## src/rtl/am2940_command_sequencer_pkg.sv

```systemverilog
// ---------------------------------------------------------------------------
// am2940_command_sequencer_pkg
// Shared definitions for the Am2940 command sequencer and its decoder:
// instruction and control word lengths, the Am2940 instruction opcodes,
// and the sequencer state encodings.
// Configuration macro: AUTO_REINIT_EN (the REINIT state encoding is always
// defined here; only the sequencer decides whether it is reachable).
// ---------------------------------------------------------------------------
package am2940_command_sequencer_pkg;

   localparam int INSTR_LENGTH = 3;
   localparam int CTRL_LENGTH  = 3;

   // Am2940 instruction set as seen on I[2:0]
   typedef enum logic [INSTR_LENGTH-1:0] {
      OP_WRCR   = 3'd0,
      OP_RDCR   = 3'd1,
      OP_RDWC   = 3'd2,
      OP_RDAC   = 3'd3,
      OP_REINIT = 3'd4,
      OP_LDAR   = 3'd5,
      OP_LDWC   = 3'd6,
      OP_ENCT   = 3'd7
   } am2940_op_t;

   // Sequencer state encodings, kept as plain constants so older
   // decoder logic can compare against them directly
   localparam int STATE_W = 3;
   localparam logic [STATE_W-1:0] ST_IDLE   = 3'd0;
   localparam logic [STATE_W-1:0] ST_WRCR   = 3'd1;
   localparam logic [STATE_W-1:0] ST_LDAR   = 3'd2;
   localparam logic [STATE_W-1:0] ST_LDWC   = 3'd3;
   localparam logic [STATE_W-1:0] ST_XFER   = 3'd4;
   localparam logic [STATE_W-1:0] ST_REINIT = 3'd5;

endpackage

```

## src/rtl/am2940_command_sequencer_if.sv

```systemverilog
// ---------------------------------------------------------------------------
// am2940_command_sequencer_if
// Bundles the descriptor handshake, the beat handshake, the Am2940
// instruction/data bus and the status pulses of the command sequencer.
//   slave  : view of the sequencer itself
//   master : view of the channel controller / Am2940 side driving it
// Signals:
//   desc_valid/desc_ready, desc_ctrl[2:0], desc_addr, desc_wc, desc_repeat
//   abort, dreq/dack, done_in
//   instr_out[2:0], data_out, data_oe
//   busy, cmplt, aborted
// Configuration macro: AUTO_REINIT_EN (desc_repeat only matters when set).
// ---------------------------------------------------------------------------
interface am2940_command_sequencer_if #(parameter int DATA_W = 8);
   import am2940_command_sequencer_pkg::*;

   logic                    desc_valid;
   logic                    desc_ready;
   logic [CTRL_LENGTH-1:0]  desc_ctrl;
   logic [DATA_W-1:0]       desc_addr;
   logic [DATA_W-1:0]       desc_wc;
   logic                    desc_repeat;
   logic                    abort;
   logic                    dreq;
   logic                    dack;
   logic                    done_in;
   logic [INSTR_LENGTH-1:0] instr_out;
   logic [DATA_W-1:0]       data_out;
   logic                    data_oe;
   logic                    busy;
   logic                    cmplt;
   logic                    aborted;

   modport slave (
      input  desc_valid, desc_ctrl, desc_addr, desc_wc, desc_repeat,
      input  abort, dreq, done_in,
      output desc_ready, dack, instr_out, data_out, data_oe,
      output busy, cmplt, aborted
   );

   modport master (
      output desc_valid, desc_ctrl, desc_addr, desc_wc, desc_repeat,
      output abort, dreq, done_in,
      input  desc_ready, dack, instr_out, data_out, data_oe,
      input  busy, cmplt, aborted
   );

endinterface

```

## src/rtl/am2940_command_sequencer.sv

```systemverilog
// ---------------------------------------------------------------------------
// am2940_command_sequencer
// Accepts a transfer descriptor, programs the Am2940 with WRCR, LDAR and
// LDWC (one cycle each), then issues one ENCT per granted data beat until
// the Am2940 reports DONE or the transfer is aborted.
// Ports:
//   clk      : system clock, rising edge
//   reset_n  : asynchronous active-low reset
//   bus      : am2940_command_sequencer_if.slave (descriptor handshake,
//              beat handshake, Am2940 instruction/data bus, status pulses)
// Parameter:
//   DATA_W   : Am2940 data bus / address / word count width (default 8)
// Configuration macro:
//   AUTO_REINIT_EN : when defined, a descriptor with desc_repeat set loops
//                    through REINIT after every DONE until aborted.
// ---------------------------------------------------------------------------
module am2940_command_sequencer
   import am2940_command_sequencer_pkg::*;
#(
   parameter int DATA_W = 8
)
(
   input logic clk,
   input logic reset_n,
   am2940_command_sequencer_if.slave bus
);

   logic [STATE_W-1:0] state_q;
   logic [STATE_W-1:0] state_d;
   logic [DATA_W-1:0]  addr_q;
   logic [DATA_W-1:0]  wc_q;
   logic [DATA_W-1:0]  data_q;
   am2940_op_t         instr_q;
   logic               oe_q;
   logic               busy_q;
   logic               cmplt_q;
   logic               aborted_q;
   logic               ready_q;
   logic               beat_prev_q;
   logic               accept;
   logic               abort_hit;
   logic               beat;
   logic               done_hit;

   // The ENCT grant is qualified in the same cycle as dreq, done_in and
   // abort so the Am2940 never sees a count pulse past DONE or on an abort
   // cycle; everything else comes straight from registers.
   assign accept    = (state_q == ST_IDLE) && ready_q && bus.desc_valid;
   assign abort_hit = (state_q != ST_IDLE) && bus.abort;
   assign beat      = (state_q == ST_XFER) && bus.dreq && !bus.done_in && !bus.abort;

   // DONE is trusted only when no ENCT went out in the previous cycle,
   // giving the Am2940 word counter a cycle to settle.
   assign done_hit  = (state_q == ST_XFER) && !bus.abort && bus.done_in && !beat_prev_q;

`ifdef AUTO_REINIT_EN
   logic repeat_q;

   // Repeat request is captured with the rest of the descriptor
   always_ff @(posedge clk or negedge reset_n) begin
      if (!reset_n) begin
         repeat_q <= 1'b0;
      end else if (accept) begin
         repeat_q <= bus.desc_repeat;
      end
   end
`else
   logic unused_repeat;
   assign unused_repeat = bus.desc_repeat;
`endif

   // Next-state logic: abort from any busy state wins over everything,
   // including a DONE arriving in the same cycle.
   always_comb begin
      state_d = state_q;
      if (accept) begin
         state_d = ST_WRCR;
      end else if (abort_hit) begin
         state_d = ST_IDLE;
      end else begin
         case (state_q)
            ST_IDLE: state_d = ST_IDLE;
            ST_WRCR: state_d = ST_LDAR;
            ST_LDAR: state_d = ST_LDWC;
            ST_LDWC: state_d = ST_XFER;
            ST_XFER: begin
               if (done_hit) begin
`ifdef AUTO_REINIT_EN
                  state_d = repeat_q ? ST_REINIT : ST_IDLE;
`else
                  state_d = ST_IDLE;
`endif
               end
            end
`ifdef AUTO_REINIT_EN
            ST_REINIT: state_d = ST_XFER;
`endif
            default: state_d = ST_IDLE;
         endcase
      end
   end

   // State, status and bus-drive registers; the bus value for a state is
   // loaded on the edge that enters it so it is stable for the whole cycle.
   always_ff @(posedge clk or negedge reset_n) begin
      if (!reset_n) begin
         state_q     <= ST_IDLE;
         ready_q     <= 1'b0;
         busy_q      <= 1'b0;
         cmplt_q     <= 1'b0;
         aborted_q   <= 1'b0;
         beat_prev_q <= 1'b0;
         addr_q      <= '0;
         wc_q        <= '0;
         instr_q     <= OP_RDCR;
         data_q      <= '0;
         oe_q        <= 1'b0;
      end else begin
         state_q     <= state_d;
         ready_q     <= (state_d == ST_IDLE);
         busy_q      <= (state_d != ST_IDLE);
         cmplt_q     <= done_hit;
         aborted_q   <= abort_hit;
         beat_prev_q <= beat;
         if (accept) begin
            addr_q <= bus.desc_addr;
            wc_q   <= bus.desc_wc;
         end
         case (state_d)
            ST_WRCR: begin
               instr_q <= OP_WRCR;
               data_q  <= DATA_W'(bus.desc_ctrl);
               oe_q    <= 1'b1;
            end
            ST_LDAR: begin
               instr_q <= OP_LDAR;
               data_q  <= addr_q;
               oe_q    <= 1'b1;
            end
            ST_LDWC: begin
               instr_q <= OP_LDWC;
               data_q  <= wc_q;
               oe_q    <= 1'b1;
            end
`ifdef AUTO_REINIT_EN
            ST_REINIT: begin
               instr_q <= OP_REINIT;
               data_q  <= '0;
               oe_q    <= 1'b0;
            end
`endif
            default: begin
               instr_q <= OP_RDCR;
               data_q  <= '0;
               oe_q    <= 1'b0;
            end
         endcase
      end
   end

   assign bus.desc_ready = ready_q;
   assign bus.dack       = beat;
   assign bus.instr_out  = beat ? OP_ENCT : instr_q;
   assign bus.data_out   = data_q;
   assign bus.data_oe    = oe_q;
   assign bus.busy       = busy_q;
   assign bus.cmplt      = cmplt_q;
   assign bus.aborted    = aborted_q;

endmodule
```

## src/flat_wrapper.sv

```systemverilog
// flat-port wrapper written by rule: the top's interface ports become plain ports
module am2940_command_sequencer_flat import am2940_command_sequencer_pkg::*;
#(
   parameter int DATA_W = 8
)
  (clk, reset_n, bus_desc_valid, bus_desc_ctrl, bus_desc_addr, bus_desc_wc, bus_desc_repeat, bus_abort, bus_dreq, bus_done_in, bus_desc_ready, bus_dack, bus_instr_out, bus_data_out, bus_data_oe, bus_busy, bus_cmplt, bus_aborted);
  am2940_command_sequencer_if #(.DATA_W(DATA_W)) bus_i ();
  input logic clk;
  input logic reset_n;
  input wire logic [$bits(bus_i.desc_valid)-1:0] bus_desc_valid;
  input wire logic [$bits(bus_i.desc_ctrl)-1:0] bus_desc_ctrl;
  input wire logic [$bits(bus_i.desc_addr)-1:0] bus_desc_addr;
  input wire logic [$bits(bus_i.desc_wc)-1:0] bus_desc_wc;
  input wire logic [$bits(bus_i.desc_repeat)-1:0] bus_desc_repeat;
  input wire logic [$bits(bus_i.abort)-1:0] bus_abort;
  input wire logic [$bits(bus_i.dreq)-1:0] bus_dreq;
  input wire logic [$bits(bus_i.done_in)-1:0] bus_done_in;
  output wire logic [$bits(bus_i.desc_ready)-1:0] bus_desc_ready;
  output wire logic [$bits(bus_i.dack)-1:0] bus_dack;
  output wire logic [$bits(bus_i.instr_out)-1:0] bus_instr_out;
  output wire logic [$bits(bus_i.data_out)-1:0] bus_data_out;
  output wire logic [$bits(bus_i.data_oe)-1:0] bus_data_oe;
  output wire logic [$bits(bus_i.busy)-1:0] bus_busy;
  output wire logic [$bits(bus_i.cmplt)-1:0] bus_cmplt;
  output wire logic [$bits(bus_i.aborted)-1:0] bus_aborted;
  assign bus_i.desc_valid = bus_desc_valid;
  assign bus_i.desc_ctrl = bus_desc_ctrl;
  assign bus_i.desc_addr = bus_desc_addr;
  assign bus_i.desc_wc = bus_desc_wc;
  assign bus_i.desc_repeat = bus_desc_repeat;
  assign bus_i.abort = bus_abort;
  assign bus_i.dreq = bus_dreq;
  assign bus_i.done_in = bus_done_in;
  assign bus_desc_ready = bus_i.desc_ready;
  assign bus_dack = bus_i.dack;
  assign bus_instr_out = bus_i.instr_out;
  assign bus_data_out = bus_i.data_out;
  assign bus_data_oe = bus_i.data_oe;
  assign bus_busy = bus_i.busy;
  assign bus_cmplt = bus_i.cmplt;
  assign bus_aborted = bus_i.aborted;
  am2940_command_sequencer #(.DATA_W(DATA_W)) u_core (.clk(clk), .reset_n(reset_n), .bus(bus_i));
endmodule
```

## config.mk

```make
export PLATFORM = sky130hd
export DESIGN_NAME = am2940_command_sequencer_flat
export DESIGN_NICKNAME = d
export VERILOG_FILES = /design/src/rtl/am2940_command_sequencer_pkg.sv /design/src/rtl/am2940_command_sequencer_if.sv /design/src/rtl/am2940_command_sequencer.sv /design/src/flat_wrapper.sv
export SDC_FILE = /design/constraint.sdc
export NUM_CORES = 1
export LEC_CHECK = 0
export CELL_PAD_IN_SITES_DETAIL_PLACEMENT = 2
export CELL_PAD_IN_SITES_GLOBAL_PLACEMENT = 2
export CORE_MARGIN = 3
export CORE_UTILIZATION = 40
export CTS_BUF_LIST = sky130_fd_sc_hd__clkbuf_8
export CTS_CLUSTER_DIAMETER = 80
export CTS_CLUSTER_SIZE = 8
export DETAILED_ROUTE_END_ITERATION = 8
export DONT_BUFFER_PORTS = 1
export GPL_ROUTABILITY_DRIVEN = 0
export PLACE_DENSITY_LB_ADDON = 0.1
export REMOVE_ABC_BUFFERS = 1
export SLEW_MARGIN = 40
export SYNTH_ARGS = -nofsm -noshare
export SYNTH_HDL_FRONTEND = slang
export SYNTH_SLANG_ARGS = --single-unit
export TNS_END_PERCENT = 50
```

## constraint.sdc

```tcl
create_clock -name clk -period 2.62 [get_ports clk]
set_input_delay 0.524 -clock clk [delete_from_list [all_inputs] [get_ports clk]]
set_output_delay 0.524 -clock clk [all_outputs]
set_load 0.005 [all_outputs]
```

* Word level (Yosys, flattened, before mapping)
Cells that the tools add are included.
** Operators by class
- Equality and inequality tests :: 7
- Multiplexer cells :: 8
- Reductions and logical operators :: 17
** Operators with widths (number)
- $pmux 8 s3 :: 1
- $eq 3x2->1 const B :: 4
- $mux 3 :: 4
- $pmux 3 s4 :: 1
- $logic_and 1x1->1 :: 9
- $pmux 3 s3 :: 1
- $eq 3x1->1 const B :: 2
- $logic_not 3->1 :: 2
- $reduce_bool 3->1 :: 2
- $eq 3x3->1 const B :: 1
- $logic_not 1->1 :: 3
- $reduce_or 3->1 :: 1
- $mux 1 :: 1
** Storage, ports and cells
- Bits in registers :: 36
- Input bits :: 26
- Logic and storage cells :: 43

* Longest topological paths before layout
Gate-level depths: netlist of the first run.
- Depth in word-level cells :: 11
- Mapped depth :: 5
- Gate-level depth less buffers :: 4

* Worst setup path before layout of the first run
OpenSTA, ideal clock, no wires.
- Path type :: input to output
- Start :: input port bus_abort
- End :: output port bus_instr_out[0]
- Data arrival time :: 1.562 ns
- Path slack :: 0.534 ns
- Stages on the path :: 3
- Path buffers :: 0
- Cells stage by stage :: or4b_1 -> or3b_4 -> nand2b_1
** On the way
- Longest elaborated chain between the ends :: 3
** RTL lines
- from (decl) :: line flat_wrapper.sv:15 : input wire logic [$bits(bus_i.abort)-1:0] bus_abort;
- $logic_not 1->1 :: line am2940_command_sequencer.sv:50 : assign beat = (state_q == ST_XFER) && bus.dreq && !bus.done_in && !bus.abort;
- $logic_and 1x1->1 :: line am2940_command_sequencer.sv:50
- $mux 3 :: line am2940_command_sequencer.sv:163 : assign bus.instr_out = beat ? OP_ENCT : instr_q;
- to (decl) :: line flat_wrapper.sv:20 : output wire logic [$bits(bus_i.instr_out)-1:0] bus_instr_out;
No other way between the ends.

* Worst setup path in the final report of the first run
- Start :: register u_core.state_q[0]
- End :: output port bus_instr_out[0]
** On the way
- Longest elaborated chain between the ends :: 5
** RTL lines
- from (decl) :: line am2940_command_sequencer.sv:28 : logic [STATE_W-1:0] state_q;
- from (signal assigned) :: line am2940_command_sequencer.sv:119 : state_q <= state_d;
- $eq 3x3->1 :: line am2940_command_sequencer.sv:50
- $logic_and 1x1->1 (3 in series) :: line am2940_command_sequencer.sv:50
- $mux 3 :: line am2940_command_sequencer.sv:163
No other way between the ends.

==> run_results.csv, run 1 <==
group,metric,value,unit
detailed_routing,wl_per_cell,19.24,µm
final_layout,post-route-util,48.59,%
synthesis,netlist_top_cells_area,"dfrtp_1, mux2_1, nand2_1, o21ai_1, dfstp_2",
worst_setup_path,r2r_setup_slack,0.81,ns
worst_setup_path,reg2reg_depth,4,
run,maxCapViolCount,0,
floorplan,fp.dieH,65.19,µm
synthesis,synth_top_family_by_area,"multiplexers",
worst_setup_path,critical_path.startpoint_type,"flop",
placement,portBuffers,0,
placement,place_ws,0.4718,ns
final_layout,syn2layout_area_growth,11.07,%
placement,dp.cells,150,
detailed_routing,postRouteAntennaNets,0,
cts,clockRootBuffer,"clkbuf_8",
pwr,power.switching,0.0005584,W
floorplan,dieWidth,65.19,µm
synthesis,async_flop_share,100.0,%
synthesis,synth_ff_type,"dfrtp_1",
global_route,antenna_found_initial,0,
synthesis,synth.distinct_cells,27,
synthesis,synth_xor_area_share,0.6250,%
synthesis,ys_ff_latch,36,
timing,fin_crit_sh,90.92,%
outcome,status,"finished clean",
pwr,p_clk_share,23.4,%
pwr,p_int,0.001235,W
synthesis,synthCells,109,
worst_setup_path,reg2reg_to,"u_core.addr_q[0]$_DFFE_PN0P_",
detailed_routing,drt_iter0_markers,55,
final_layout,num-fill-cells,336,
timing,period_needed,2.382,ns
floorplan,start_util,43.75,%
cts,cts-htree-levels,2,
synthesis,syn_avg_cell_area,12.86,µm²
worst_setup_path,arrival,1.86,ns
timing,fin_ws,0.2378,ns
worst_setup_path,endpoint_kind,"output pin",
global_route,grt_pass1_vias,1016,
synthesis,yosys.area_share.simple,12.05,%
synthesis,synth_mux_area_share,12.86,%
synthesis,ys_seq_area_share,64.38,%
final_layout,drive_gt1_share,12.17,%
global_route,grt-ovfl-total,0,
synthesis,yosysTopAreaCell,"dfrtp_1",
timing,timing.final.max_slew_violations,0,
synthesis,syn_area,1401,µm²
synthesis,synth-compound-area-share,6.250,%
synthesis,yosys_warnings,0,
synthesis,synth_common_cells,"dfrtp_1, mux2_1, nand2_1",
floorplan,pin_count,43,
floorplan,rows,20,
cts,clockBufferDepth,2,
synthesis,synthAdderAreaFrac,0,%
timing,fmax,419.8,MHz
final_layout,nets,140,
pwr,p_leak,0.7321,nW
detailed_routing,firstDrtPassIters,4,
detailed_routing,wl,3.059,mm
synthesis,synth_most_common_cell,"dfrtp_1",
timing,clock_skew,0.003971,ns
timing,slew_headroom,50.67,%
cts,path_clk_slew,0.07,ns
global_route,grt_max_degree,36,
cts,postCtsSetupBuffers,0,
floorplan,die_area,4250,µm²
final_layout,finalNonFillerCells,159,
timing,finalHoldViolCount,0,
timing,rsz0062_at_grt,"no",
pwr,peakVddDrop,451.8,µV
detailed_routing,vias,843,
pwr,switching_share,31.13,%
synthesis,synth-edff-count,0,
synthesis,synth_top_area_share,62.50,%
worst_setup_path,endpoint,"bus_instr_out[0]",
worst_hold_path,hp-class,"in -> async",
global_route,track_usage,16.70,%
final_layout,n_antenna_cell,0,
cts,clk_latency,0.28,ns
worst_setup_path,timing.rr.start,"u_core.state_q[0]$_DFF_PN0_",
worst_setup_path,crit_start,"u_core.state_q[0]$_DFF_PN0_",
timing,tns,0,ns
cts,ctsHoldBuffers,1,
timing,setup_viol,0,
cts,cts-resized-gates,0,
detailed_routing,drc,0,
cts,clkSinkCount,36,
pwr,power_frac_seq,52.5,%
timing,tightest_slew,0.7297,ns
cts,cts_buffers,5,
placement,dpl.hpwl,2.019,mm
pwr,powerDensity,1153,nW/µm²
worst_setup_path,crit_type,"reg -> out",
worst_setup_path,worstPathMaxFanout,7,
worst_setup_path,required,2.10,ns
cts,cts_tree,"done",
global_route,grt_pass1_wl,5.195,mm
floorplan,core,3203,µm²
detailed_routing,avgViaCountPerCell,5.302,
pwr,power_frac_comb,24.1,%
==> metrics by stage <==
stage	instance area, µm²	hold slack (ns)	total power, W
6_report	1556	0.07138	0.001794
5_1_grt	1556	0.05886	0.001939
4_1_cts	1556	0.06635	0.001827
3_5_place_dp	1436	0.2292	0.001381
3_3_place_gp	1436	0.2292	0.001333
2_1_floorplan	1374	0.2284	0.001230
==> per-layer routing <==
layer  global-route usage [%]  vias up  wire (µm)
li1                         -      378          -
met4                    5.699        0          8
met3                    7.179        2        225
met5                        0        -          0
met2                    28.82       30       1654
met1                    18.29      433       1171
==> critical path, stage by stage, from the launching register on <==
cell and delay [ns]:
dfrtp_1 0.45, or4b_1 0.57, or3b_4 0.45, nand2b_1 0.11
==> cell families (layout without fill, tap and decap cells) <==
kind of cell,count (synthesis),in the layout
XOR/XNOR,1,1
multiplexers,16,16
flip-flops,36,36
AND/OR/NAND/NOR,31,31
AO/OA/AOI/OAI,14,14
buffers and inverters,11,17
==> placed cells by master, fill, tap and decap left out, types with 3 or more instances in the layout <==
master    instances
o21ai_1           8
clkbuf_8          7
mux2_1           16
nand2b_1          4
inv_2             3
nor2_1            3
inv_1             5
nand2_1          12
a22oi_1           3
dfrtp_1          35
==> flip-flops by register name (all words and copies together), names as in the netlist <==
signal                 cells
u_core.instr_q             3
u_core.bus.data_oe         1
u_core.bus.aborted         1
u_core.state_q             3
u_core.beat_prev_q         1
u_core.bus.cmplt           1
u_core.bus.busy            1
u_core.bus.data_out        8
u_core.wc_q                8
u_core.addr_q              8
u_core.bus.desc_ready      1
==> worst min path at each step <==
stage / slack [ns] / to
6_report: 0.07 / u_core.beat_prev_q$_DFF_PN0_
5_1_grt: 0.06 / u_core.instr_q[0]$_DFF_PN1_
4_1_cts: 0.07 / u_core.instr_q[0]$_DFF_PN1_
3_5_place_dp: 0.23 / u_core.bus.aborted$_DFF_PN0_
3_3_place_gp: 0.23 / u_core.bus.desc_ready$_DFF_PN0_
2_1_floorplan: 0.23 / u_core.addr_q[0]$_DFFE_PN0P_
==> power by group through the flow <==
stage	Clock [W]	Sequential, W	Combinational (W)
floorplan	0	0.000903	0.000328
global placement	0	0.000935	0.000398
detailed placement	0	0.000956	0.000425
CTS	0.000435	0.000947	0.000444
global route	0.000460	0.000979	0.000500
finish	0.000420	0.000942	0.000432
==> layout make-up <==
class | instances | area (µm²) | share of cell area [%]
tap | 44 | 55.05 | 3.537
clock inverter | 1 | 3.754 | 0.2412
timing repair buffer | 2 | 27.53 | 1.768
sequential | 36 | 902.1 | 57.96
multi-input combinational | 62 | 445.4 | 28.62
clock buffer | 7 | 96.34 | 6.190
inverter | 7 | 26.28 | 1.688
Note: power is estimated with default switching activity, not from simulation.
==> inputs of run 2 (changes only) <==
CORE_UTILIZATION = 35   (was 40)
GPL_TIMING_DRIVEN = 0   (was not set)
==> run 2 against run 1 <==
Maximum frequency is 0.81% higher. Global-route usage down 3.5 points. Worst setup slack better by 0.019 ns. Largest cell class unchanged. Power fell by 3.6%. Core utilization down 7.6 points.
==> run_results.csv, run 2 (same netlist as run 1, synthesis figures left out) <==
group,metric,value,unit
floorplan,start_util,37.16,%
cts,cts_tree,"done",
detailed_routing,drc,0,
cts,cts-htree-levels,2,
pwr,peakVddDrop,428.2,µV
cts,cts-resized-gates,0,
timing,setup_viol,0,
worst_setup_path,required,2.10,ns
timing,tightest_slew,0.7356,ns
final_layout,drive_gt1_share,11.40,%
worst_setup_path,crit_family,"simple AND/OR/NAND/NOR gates",
global_route,grt_pass1_vias,940,
global_route,track_usage,13.17,%
timing,tns,0,ns
global_route,grt_max_degree,36,
worst_setup_path,timing.rr.start,"u_core.state_q[0]$_DFF_PN0_",
floorplan,dieWidth,69.28,µm
worst_setup_path,arrival,1.84,ns
placement,dpl.hpwl,1.867,mm
final_layout,num-fill-cells,387,
global_route,antenna_found_initial,0,
cts,path_clk_slew,0.07,ns
timing,finalHoldViolCount,0,
worst_setup_path,endpoint,"bus_instr_out[1]",
worst_setup_path,path_buf_inv,0,
final_layout,final-seq-area,902.1,µm²
final_layout,final_common_cell,"dfrtp_1",
detailed_routing,wl_per_cell,16.93,µm
placement,dp.cells,153,
floorplan,die_area,4799,µm²
worst_setup_path,endpoint_kind,"output pin",
worst_setup_path,critical_path.startpoint_type,"flop",
worst_setup_path,crit_type,"reg -> out",
placement,portBuffers,0,
final_layout,multiInputGateArea,446.7,µm²
timing,rsz0062_at_grt,"no",
pwr,p_leak,0.7247,nW
timing,fin_ws,0.2568,ns
final_layout,nets,139,
detailed_routing,postRouteAntennaNets,0,
cts,clk_latency,0.28,ns
floorplan,rows,22,
worst_setup_path,r2r_setup_slack,0.81,ns
floorplan,core,3771,µm²
detailed_routing,vias,826,
final_layout,n_antenna_cell,0,
timing,fin_crit_sh,90.20,%
timing,timing.final.max_slew_violations,0,
timing,fmax,423.2,MHz
cts,clockRootBuffer,"clkbuf_8",
global_route,grt_pass1_wl,4.740,mm
detailed_routing,firstDrtPassIters,4,
cts,cts_buffers,5,
run,maxCapViolCount,0,
cts,postCtsSetupBuffers,0,
cts,ctsHoldBuffers,1,
outcome,status,"finished clean",
final_layout,mostFrequentLayoutCells,"dfrtp_1, mux2_1, nand2_1",
timing,period_needed,2.363,ns
final_layout,syn2layout_area_growth,10.27,%
worst_setup_path,reg2reg_to,"u_core.wc_q[6]$_DFFE_PN0P_",
timing,slew_headroom,50.27,%
worst_setup_path,crit_start,"u_core.state_q[0]$_DFF_PN0_",
worst_setup_path,slowest_stage,"or4b_1",
timing,clock_skew,0.005431,ns
worst_hold_path,hp-class,"in -> async",
cts,clockBufferDepth,2,
floorplan,pin_count,43,
cts,clkSinkCount,36,
pwr,powerDensity,1119,nW/µm²
worst_setup_path,cp_slowest_stage_delay,0.56,ns
detailed_routing,wl,2.743,mm
detailed_routing,avgViaCountPerCell,5.099,
detailed_routing,drt_iter0_markers,30,
worst_setup_path,path_depth,3,
worst_setup_path,path_cells,"or4b_1, or3b_4, nand2b_1",
floorplan,fp.dieH,69.28,µm
global_route,grt-ovfl-total,0,
worst_setup_path,worstPathMaxFanout,7,
worst_setup_path,reg2reg_depth,3,
final_layout,finalNonFillerCells,162,
placement,place_ws,0.4623,ns
-- run 2: changes by cell type in the layout (fill, tap and decap cells not counted), sizes merged --
cell,previous run,this run
buf,2,1
clkbuf,7,6
inv,8,9
-- run 2: per-stage QoR --
stage / power, W / hold WS [ns] / instance area [µm²] / util (%)
2_1_floorplan: 0.001230 / 0.2284 / 1374 / -
4_1_cts: 0.001780 / 0.05864 / 1544 / 40.94
5_1_grt: 0.001884 / 0.04992 / 1545 / 40.98
6_report: 0.001730 / 0.06666 / 1545 / 40.98
3_5_place_dp: 0.001364 / 0.2293 / 1434 / 38.02
3_3_place_gp: 0.001330 / 0.2292 / 1434 / 38.02
-- run 2: how the worst min path moves through the flow --
stage | startpoint | end | slack [ns] | cells after the start
6_report | reset_n | u_core.bus.cmplt$_DFF_PN0_ | 0.07 | 1
5_1_grt | reset_n | u_core.instr_q[0]$_DFF_PN1_ | 0.05 | 0
4_1_cts | reset_n | u_core.instr_q[0]$_DFF_PN1_ | 0.06 | 0
3_5_place_dp | reset_n | u_core.bus.aborted$_DFF_PN0_ | 0.23 | 0
3_3_place_gp | reset_n | u_core.bus.desc_ready$_DFF_PN0_ | 0.23 | 0
2_1_floorplan | reset_n | u_core.addr_q[0]$_DFFE_PN0P_ | 0.23 | 0
-- run 2: worst reg2reg max path, cell delays in order (launching register included) --
cell and delay, ns:
dfrtp_1 0.45, nor3_1 0.34, and3_2 0.51, mux2_1 0.39
-- run 2: area by class of cell --
cell class	count	share of cell area [%]
clock buffer	6	5.344
clock inverter	2	0.4858
inverter	7	1.700
multi-input combinational	62	28.91
sequential	36	58.38
tap	48	3.887
timing repair buffer	1	1.296
-- run 2: routing by layer --
layer | vias up | global-route usage (%) | share of wire, % | wire [µm]
li1 | 376 | - | - | -
met1 | 416 | 15.20 | 44 | 1195
met2 | 27 | 20.66 | 48 | 1319
met3 | 7 | 6.377 | 6.2 | 170
met4 | 0 | 5.857 | 2.1 | 57
met5 | - | 0 | 0 | 0
-- run 2: report_power, final --
part	internal, W	total [W]	switching (W)
clock network	0.000206	0.000391	0.000185
registers	0.000799	0.000928	0.000129
logic	0.000194	0.000411	0.000217
total	0.00120	0.00173	0.000531
